--- src/rtl/clock_reset_sequencer_if.sv ---
// Bus between the 6809 clock/reset sequencer and its consumers: memory ready and
// soft reset in, Q/E clocks, CPU reset, cycle strobe and stretch status out.
interface clock_reset_sequencer_if;
    logic soft_rst;
    logic mrdy;
    logic qclk;
    logic eclk;
    logic cpu_reset_n;
    logic ecycle_stb;
    logic stretch_active;

    modport master (
        input  soft_rst,
        input  mrdy,
        output qclk,
        output eclk,
        output cpu_reset_n,
        output ecycle_stb,
        output stretch_active
    );

    modport slave (
        output soft_rst,
        output mrdy,
        input  qclk,
        input  eclk,
        input  cpu_reset_n,
        input  ecycle_stb,
        input  stretch_active
    );
endinterface

--- src/rtl/clock_reset_sequencer.sv ---
// 6809 Q/E clock generator (four master clocks per E) with CPU reset hold counter.
// Define CLKSEQ_STRETCH_EN to compile in mrdy-driven E-high stretching.
module clock_reset_sequencer #(
    parameter int RESET_ECYCLES = 16,
    parameter int STRETCH_MAX   = 32
) (
    input  logic                      clk,
    input  logic                      reset_n,
    clock_reset_sequencer_if.master   bus
);

`ifdef CLKSEQ_STRETCH_EN
    typedef enum logic [2:0] {PH0, PH1, PH2, PH3, STRETCH} state_t;
    localparam logic [7:0] STRETCH_LAST = 8'(STRETCH_MAX - 1);
    logic [7:0] scnt_q, scnt_nx;
`else
    typedef enum logic [1:0] {PH0, PH1, PH2, PH3} state_t;
    logic unused_mrdy;
    assign unused_mrdy = bus.mrdy;
`endif

    localparam logic [7:0] HOLD_LAST = 8'(RESET_ECYCLES);

    state_t     state, state_nx;
    logic       qclk_q, qclk_nx;
    logic       eclk_q, eclk_nx;
    logic       stb_q, stb_nx;
    logic       rstn_q, rstn_nx;
    logic [7:0] hold_q, hold_nx;
    logic [7:0] hold_inc;

    assign hold_inc = hold_q + 8'd1;

    always_ff @(posedge clk or negedge reset_n) begin
        if (!reset_n) begin
            state  <= PH0;
            qclk_q <= 1'b0;
            eclk_q <= 1'b0;
            stb_q  <= 1'b0;
            rstn_q <= 1'b0;
            hold_q <= '0;
`ifdef CLKSEQ_STRETCH_EN
            scnt_q <= '0;
`endif
        end else begin
            state  <= state_nx;
            qclk_q <= qclk_nx;
            eclk_q <= eclk_nx;
            stb_q  <= stb_nx;
            rstn_q <= rstn_nx;
            hold_q <= hold_nx;
`ifdef CLKSEQ_STRETCH_EN
            scnt_q <= scnt_nx;
`endif
        end
    end

    always_comb begin
        state_nx = state;
        qclk_nx  = qclk_q;
        eclk_nx  = eclk_q;
        stb_nx   = 1'b0;
        rstn_nx  = rstn_q;
        hold_nx  = hold_q;
`ifdef CLKSEQ_STRETCH_EN
        scnt_nx  = scnt_q;
`endif
        case (state)
            PH0: begin
                qclk_nx  = 1'b1;
                state_nx = PH1;
            end
            PH1: begin
                eclk_nx  = 1'b1;
                state_nx = PH2;
            end
            PH2: begin
                qclk_nx  = 1'b0;
`ifdef CLKSEQ_STRETCH_EN
                state_nx = bus.mrdy ? PH3 : STRETCH;
`else
                state_nx = PH3;
`endif
            end
`ifdef CLKSEQ_STRETCH_EN
            STRETCH: begin
                qclk_nx = 1'b0;
                eclk_nx = 1'b1;
                // Forced release keeps a stuck mrdy from freezing the CPU forever
                if (bus.mrdy || scnt_q == STRETCH_LAST) begin
                    state_nx = PH3;
                    scnt_nx  = '0;
                end else begin
                    scnt_nx  = scnt_q + 8'd1;
                end
            end
`endif
            PH3: begin
                eclk_nx  = 1'b0;
                stb_nx   = 1'b1;
                state_nx = PH0;
                if (!rstn_q && hold_q != HOLD_LAST) begin
                    hold_nx = hold_inc;
                    if (hold_inc == HOLD_LAST) rstn_nx = 1'b1;
                end
            end
            default: state_nx = PH0;
        endcase
        // Soft reset overrides a hold completing on the same edge
        if (bus.soft_rst) begin
            rstn_nx = 1'b0;
            hold_nx = '0;
        end
    end

    assign bus.qclk        = qclk_q;
    assign bus.eclk        = eclk_q;
    assign bus.cpu_reset_n = rstn_q;
    assign bus.ecycle_stb  = stb_q;
`ifdef CLKSEQ_STRETCH_EN
    assign bus.stretch_active = (state == STRETCH);
`else
    assign bus.stretch_active = 1'b0;
`endif

endmodule

--- src/flat_wrapper.sv ---
// flat-port wrapper written by rule: the top's interface ports become plain ports
module clock_reset_sequencer_flat 
#(
    parameter int RESET_ECYCLES = 16,
    parameter int STRETCH_MAX   = 32
)
  (clk, reset_n, bus_soft_rst, bus_mrdy, bus_qclk, bus_eclk, bus_cpu_reset_n, bus_ecycle_stb, bus_stretch_active);
  clock_reset_sequencer_if bus_i ();
  input  logic clk;
  input  logic reset_n;
  input wire logic [$bits(bus_i.soft_rst)-1:0] bus_soft_rst;
  input wire logic [$bits(bus_i.mrdy)-1:0] bus_mrdy;
  output wire logic [$bits(bus_i.qclk)-1:0] bus_qclk;
  output wire logic [$bits(bus_i.eclk)-1:0] bus_eclk;
  output wire logic [$bits(bus_i.cpu_reset_n)-1:0] bus_cpu_reset_n;
  output wire logic [$bits(bus_i.ecycle_stb)-1:0] bus_ecycle_stb;
  output wire logic [$bits(bus_i.stretch_active)-1:0] bus_stretch_active;
  assign bus_i.soft_rst = bus_soft_rst;
  assign bus_i.mrdy = bus_mrdy;
  assign bus_qclk = bus_i.qclk;
  assign bus_eclk = bus_i.eclk;
  assign bus_cpu_reset_n = bus_i.cpu_reset_n;
  assign bus_ecycle_stb = bus_i.ecycle_stb;
  assign bus_stretch_active = bus_i.stretch_active;
  clock_reset_sequencer #(.RESET_ECYCLES(RESET_ECYCLES), .STRETCH_MAX(STRETCH_MAX)) u_core (.clk(clk), .reset_n(reset_n), .bus(bus_i));
endmodule
--- config.mk ---
export PLATFORM = sky130hd
export DESIGN_NAME = clock_reset_sequencer_flat
export DESIGN_NICKNAME = d
export VERILOG_FILES = /design/src/rtl/clock_reset_sequencer_if.sv /design/src/rtl/clock_reset_sequencer.sv /design/src/flat_wrapper.sv
export SDC_FILE = /design/constraint.sdc
export NUM_CORES = 1
export LEC_CHECK = 0
export CORE_MARGIN = 3
export CORE_UTILIZATION = 25
export DETAILED_ROUTE_END_ITERATION = 6
export PLACE_DENSITY_LB_ADDON = 0.15
export SETUP_SLACK_MARGIN = 0.5
export SLEW_MARGIN = 5
export SYNTH_ARGS = -nofsm -noshare
export SYNTH_HDL_FRONTEND = slang
export SYNTH_SLANG_ARGS = --single-unit
--- constraint.sdc ---
create_clock -name clk -period 1.7 [get_ports clk]
set_clock_uncertainty 0.2 [all_clocks]
set_input_delay 0.51 -clock clk [delete_from_list [all_inputs] [get_ports clk]]
set_output_delay 0.51 -clock clk [all_outputs]
set_load 0.05 [all_outputs]
# == After elaboration in Yosys (flattened, before gate mapping) ==
# Cells that the tools add are included.
# word_totals
register_bits,14
input_bits,4
output_inout_bits,5
word_cells,33
# classes
add_sub_neg,1
n_eq_ne,5
mux,11
n_reduce_logical,10
# op_table
op,count
$mux 8,3
$reduce_bool 2->1,5
$add 8x1->8 const B,1
$eq 8x5->1 const B,1
$ne 8x5->1 const B,1
$pmux 2 s4,1
$mux 1,5
$eq 2x2->1 const B,2
$pmux 1 s2,2
$reduce_and 3->1,1
$eq 2x1->1 const B,1
$logic_not 2->1,1
$reduce_and 2->1,1
$logic_and 1x1->1,1
$logic_not 1->1,1

# == Logic depth before layout (Yosys ltp) ==
# depth
depth_word,6
mapped_depth,4

# == Worst setup path after synthesis ==
# No wires, ideal clock.
# synth_timing
path_type,reg-to-reg
from,"reg u_core.rstn_q, in the netlist u_core.bus.cpu_reset_n"
to,reg u_core.hold_q[5]
setup_ps,78
t_arrival_ps,1430
setup_slack_ps,-8
stages_incl_launch_ff,4
path_buffers,0
synth_period_minus_slack_ps,1708
path_cell_list,dfrtp_1 -> nand2b_4 -> or4_1 -> a21oi_1
# synth_via
elab_chain_cells,4
# synth_rtl
element,line_no,rtl
start: declaration,clock_reset_sequencer.sv:28,"logic rstn_q, rstn_nx;"
start signal: assignment,clock_reset_sequencer.sv:50,rstn_q <= rstn_nx;
$logic_not 1->1,clock_reset_sequencer.sv:102,if (!rstn_q && hold_q != HOLD_LAST) begin
$logic_and 1x1->1,clock_reset_sequencer.sv:102,
$reduce_bool 2->1 (no line),n/a,
$reduce_and 2->1 (no line),n/a,
end signal: assignment,clock_reset_sequencer.sv:51,hold_q <= hold_nx;
end: declaration,clock_reset_sequencer.sv:29,"logic [7:0] hold_q, hold_nx;"
# No other way between the ends.
# A chain may end at the register's enable or synchronous reset.

# == Final worst setup path ==
# layout_timing
from,"reg u_core.rstn_q, in the netlist u_core.bus.cpu_reset_n"
to,out bus_cpu_reset_n
# layout_rtl
element,line_no,rtl
end: declaration,flat_wrapper.sv:15,output wire logic [$bits(bus_i.cpu_reset_n)-1:0] bus_cpu_reset_n;
# No word-level cell between the ends.

==> summary.txt <==
Yosys warns = 0
Worst path max stage delay = 0.45 ns
Mapped Cells = 74
Initial antenna violation count = 0
Area share of the leading cell type in the synthesized netlist = 45.5%
Pwr per Cell Area = 504 mW/mm2
Yosys reg bits = 14
Total grt overflow = 0
TritonCTS clock tree = done
Final worst-path setup slack = 0.107 ns
Max frequency = 628 MHz
Internal = 0.487 mW
Post-synth EDFFs = 0
Vias = 628
Dpl hpwl = 1000 um
Worst path slowest cell = dfrtp_2
Clk_lat worst skew = 0.27 ns
Diodes inserted = 0
Worst Path Buf+Inv = 1
Max Cap Violations = 0
Clock power frac = 38.3%
Final-report hold violation count = 0
Setup CP Type = reg -> out
Post-synthesis sequential area ratio = 45.5%
Max-slew violations = 0
Final ANT Viol Nets = 0
Final period utilization = 93.7%
Crit-path max FO = 5
Cells along the critical path = buf_12
Avg Cell Area, Syn = 10.4 um2
Core ar. = 0.00285 mm2
Ys async rst share = 100%
Status = completed
Sequential power share = 53.9%
Startpoint type of the worst setup path = register
Setup-failing EPs final = 0
First-pass GRT wire length = 2730 um
WL/cell = 12.0 um
WL final = 1550 um
Total Die Area = 0.00379 mm2
Die X = 61.5 um
Static leakage = 0.481 nW
Final GP Congestion = 0.755
Iteration-0 DRC Markers = 9
Hold_buf cts = 0
Clock transition at path regs = 0.09 ns
Crit path DAT = 0.88 ns
Top_reg_cell synth = dfrtp_1
IO Pins = 9
Crit. End Element = output port
RSZ-0062 raised after global routing = true
Initial Util = 27.0%
GRT Total Usage = 9.97%
Worst Path Required = 0.99 ns
Number of global-route vias before repair = 627
Clk buf depth = 2
Switching Share = 21.8%
Largest net degree at the start of global routing = 15
Clock Tree Root = clkbuf_4
CTS Sinks = 14
Nets = 110
H-tree depth = 1
Family with the most delay on the worst path = flip-flops
Layout cells sized above 1 = 59.6%
Unique cell type count in the Yosys netlist = 32
Cts bufs inserted = 3
DRC = 0
First-pass detailed-route iteration total = 4
Via-per-instance ratio = 4.83
Number of port buffers = 6
Row cnt = 19
Logic pwr share = 7.8%
Area Growth Syn to Fin = 60.6%
Top cells by area, synth = dfrtp_1 (45%), ha_1 (9.7%), a21oi_1 (3.9%)
Max IR drop VDD = 0.000248 V
Power, Total = 0.623 mW
Worst hold-check path type = in -> async
Largest area contributor in the netlist = dfrtp_1
Post-layout util = 43.4%
Die Y-Extent = 61.5 um
Syn_nets = 84
Sw power = 0.136 mW
Post-Syn Area = 771 um2
Place WS = -0.0976 ns
Final min period = 1.59 ns
-- metrics by stage --
stage / setup TNS [ns] / hold WS (ns) / cell area, um2 / cells
3_5_place_dp: -0.222 / 0.331 / 923 / 111
4_1_cts: 0 / 0.345 / 1100 / 126
3_3_place_gp: -0.232 / 0.319 / 923 / 111
2_1_floorplan: 0 / 0.0144 / 781 / 74
6_report: 0 / 0.343 / 1240 / 130
5_1_grt: 0 / 0.360 / 1240 / 130
-- cell usage after synthesis, types with 2 or more instances --
| cell | n |
|---|---|
| dfrtp_1 | 14 |
| inv_1 | 7 |
| a21oi_1 | 6 |
| ha_1 | 6 |
| nor2_1 | 6 |
| o21ai_0 | 3 |
| mux2i_1 | 2 |
| nand2_1 | 2 |
| nand2b_1 | 2 |
| o31ai_1 | 2 |
| or3_1 | 2 |
| or4_1 | 2 |
-- metal layers --
layer / track usage, % / wire, um / part of all wire, % / vias to the layer above
met5: 0 / 0 / 0 / -
met4: 5.45 / 26 / 1.7 / 0
met3: 2.52 / 51 / 3.3 / 4
met2: 15.1 / 702 / 45 / 8
met1: 12.9 / 774 / 50 / 306
li1: - / - / - / 310
-- power groups by stage --
stage,logic [mW],clock network (mW),registers [mW]
2_1_floorplan,0.0166,0,0.342
3_3_place_gp,0.0318,0,0.343
3_5_place_dp,0.0322,0,0.343
4_1_cts,0.0401,0.251,0.336
5_1_grt,0.0535,0.262,0.336
6_report,0.0488,0.239,0.336
-- cells by family (layout without fill, tap and decap cells) --
logic type,Yosys count,in the layout,synth area share [%]
AOI/OAI and AO/OA,15,15,13.5
adders and majority gates,6,6,9.74
other,1,1,0.487
muxes,3,3,4.06
and+or+nand+nor,26,26,21.9
buffers and inverters,9,34,4.87
DFF,14,14,45.5
-- state kept, by name (all words and copies together), names as in the netlist --
name / cells
u_core.bus.cpu_reset_n: 1
u_core.bus.eclk: 1
u_core.bus.ecycle_stb: 1
u_core.bus.qclk: 1
u_core.hold_q: 8
u_core.state: 2
-- placed cells by master (no fill, tap or decap), drive strengths merged, types with 3 or more instances in the layout --
cell type | netlist | routed
a21oi | 6 | 6
dfrtp | 14 | 14
ha | 6 | 6
nor2 | 6 | 6
inv | 7 | 7
buf | 1 | 21
nand2b | 3 | 3
o21ai | 3 | 3
or3 | 3 | 3
clkbuf | 1 | 4
-- final cells by class --
type,count,area [um2]
Tap cell,31,38.8
Multi-Input combinational cell,51,524
Clock buffer,4,36.3
Sequential cell,14,358
Inverter,7,33.8
Fill cell,270,1620
Timing Repair Buffer,23,246
-- timing repair --
item,in CTS,in global routing
setup endpoints to repair,14,17
pin swaps,6,17
buffers inserted,11,4
gates resized for setup,14,26
-- worst paths after layout --
path / start / end / slack, ns / cells after the start
max reg2reg: u_core.hold_q[0] / u_core.hold_q[5] / 0.12 / 5
min: reset_n / u_core.bus.cpu_reset_n / 0.34 / 2
min reg2reg: u_core.bus.eclk / u_core.bus.eclk / 0.36 / 2
max in group asynchronous: reset_n / u_core.bus.qclk / 0.77 / 2
max: u_core.bus.cpu_reset_n / bus_cpu_reset_n / 0.11 / 1
min in group clk: u_core.bus.eclk / u_core.bus.eclk / 0.36 / 2
(Power assumes the default switching activity.)
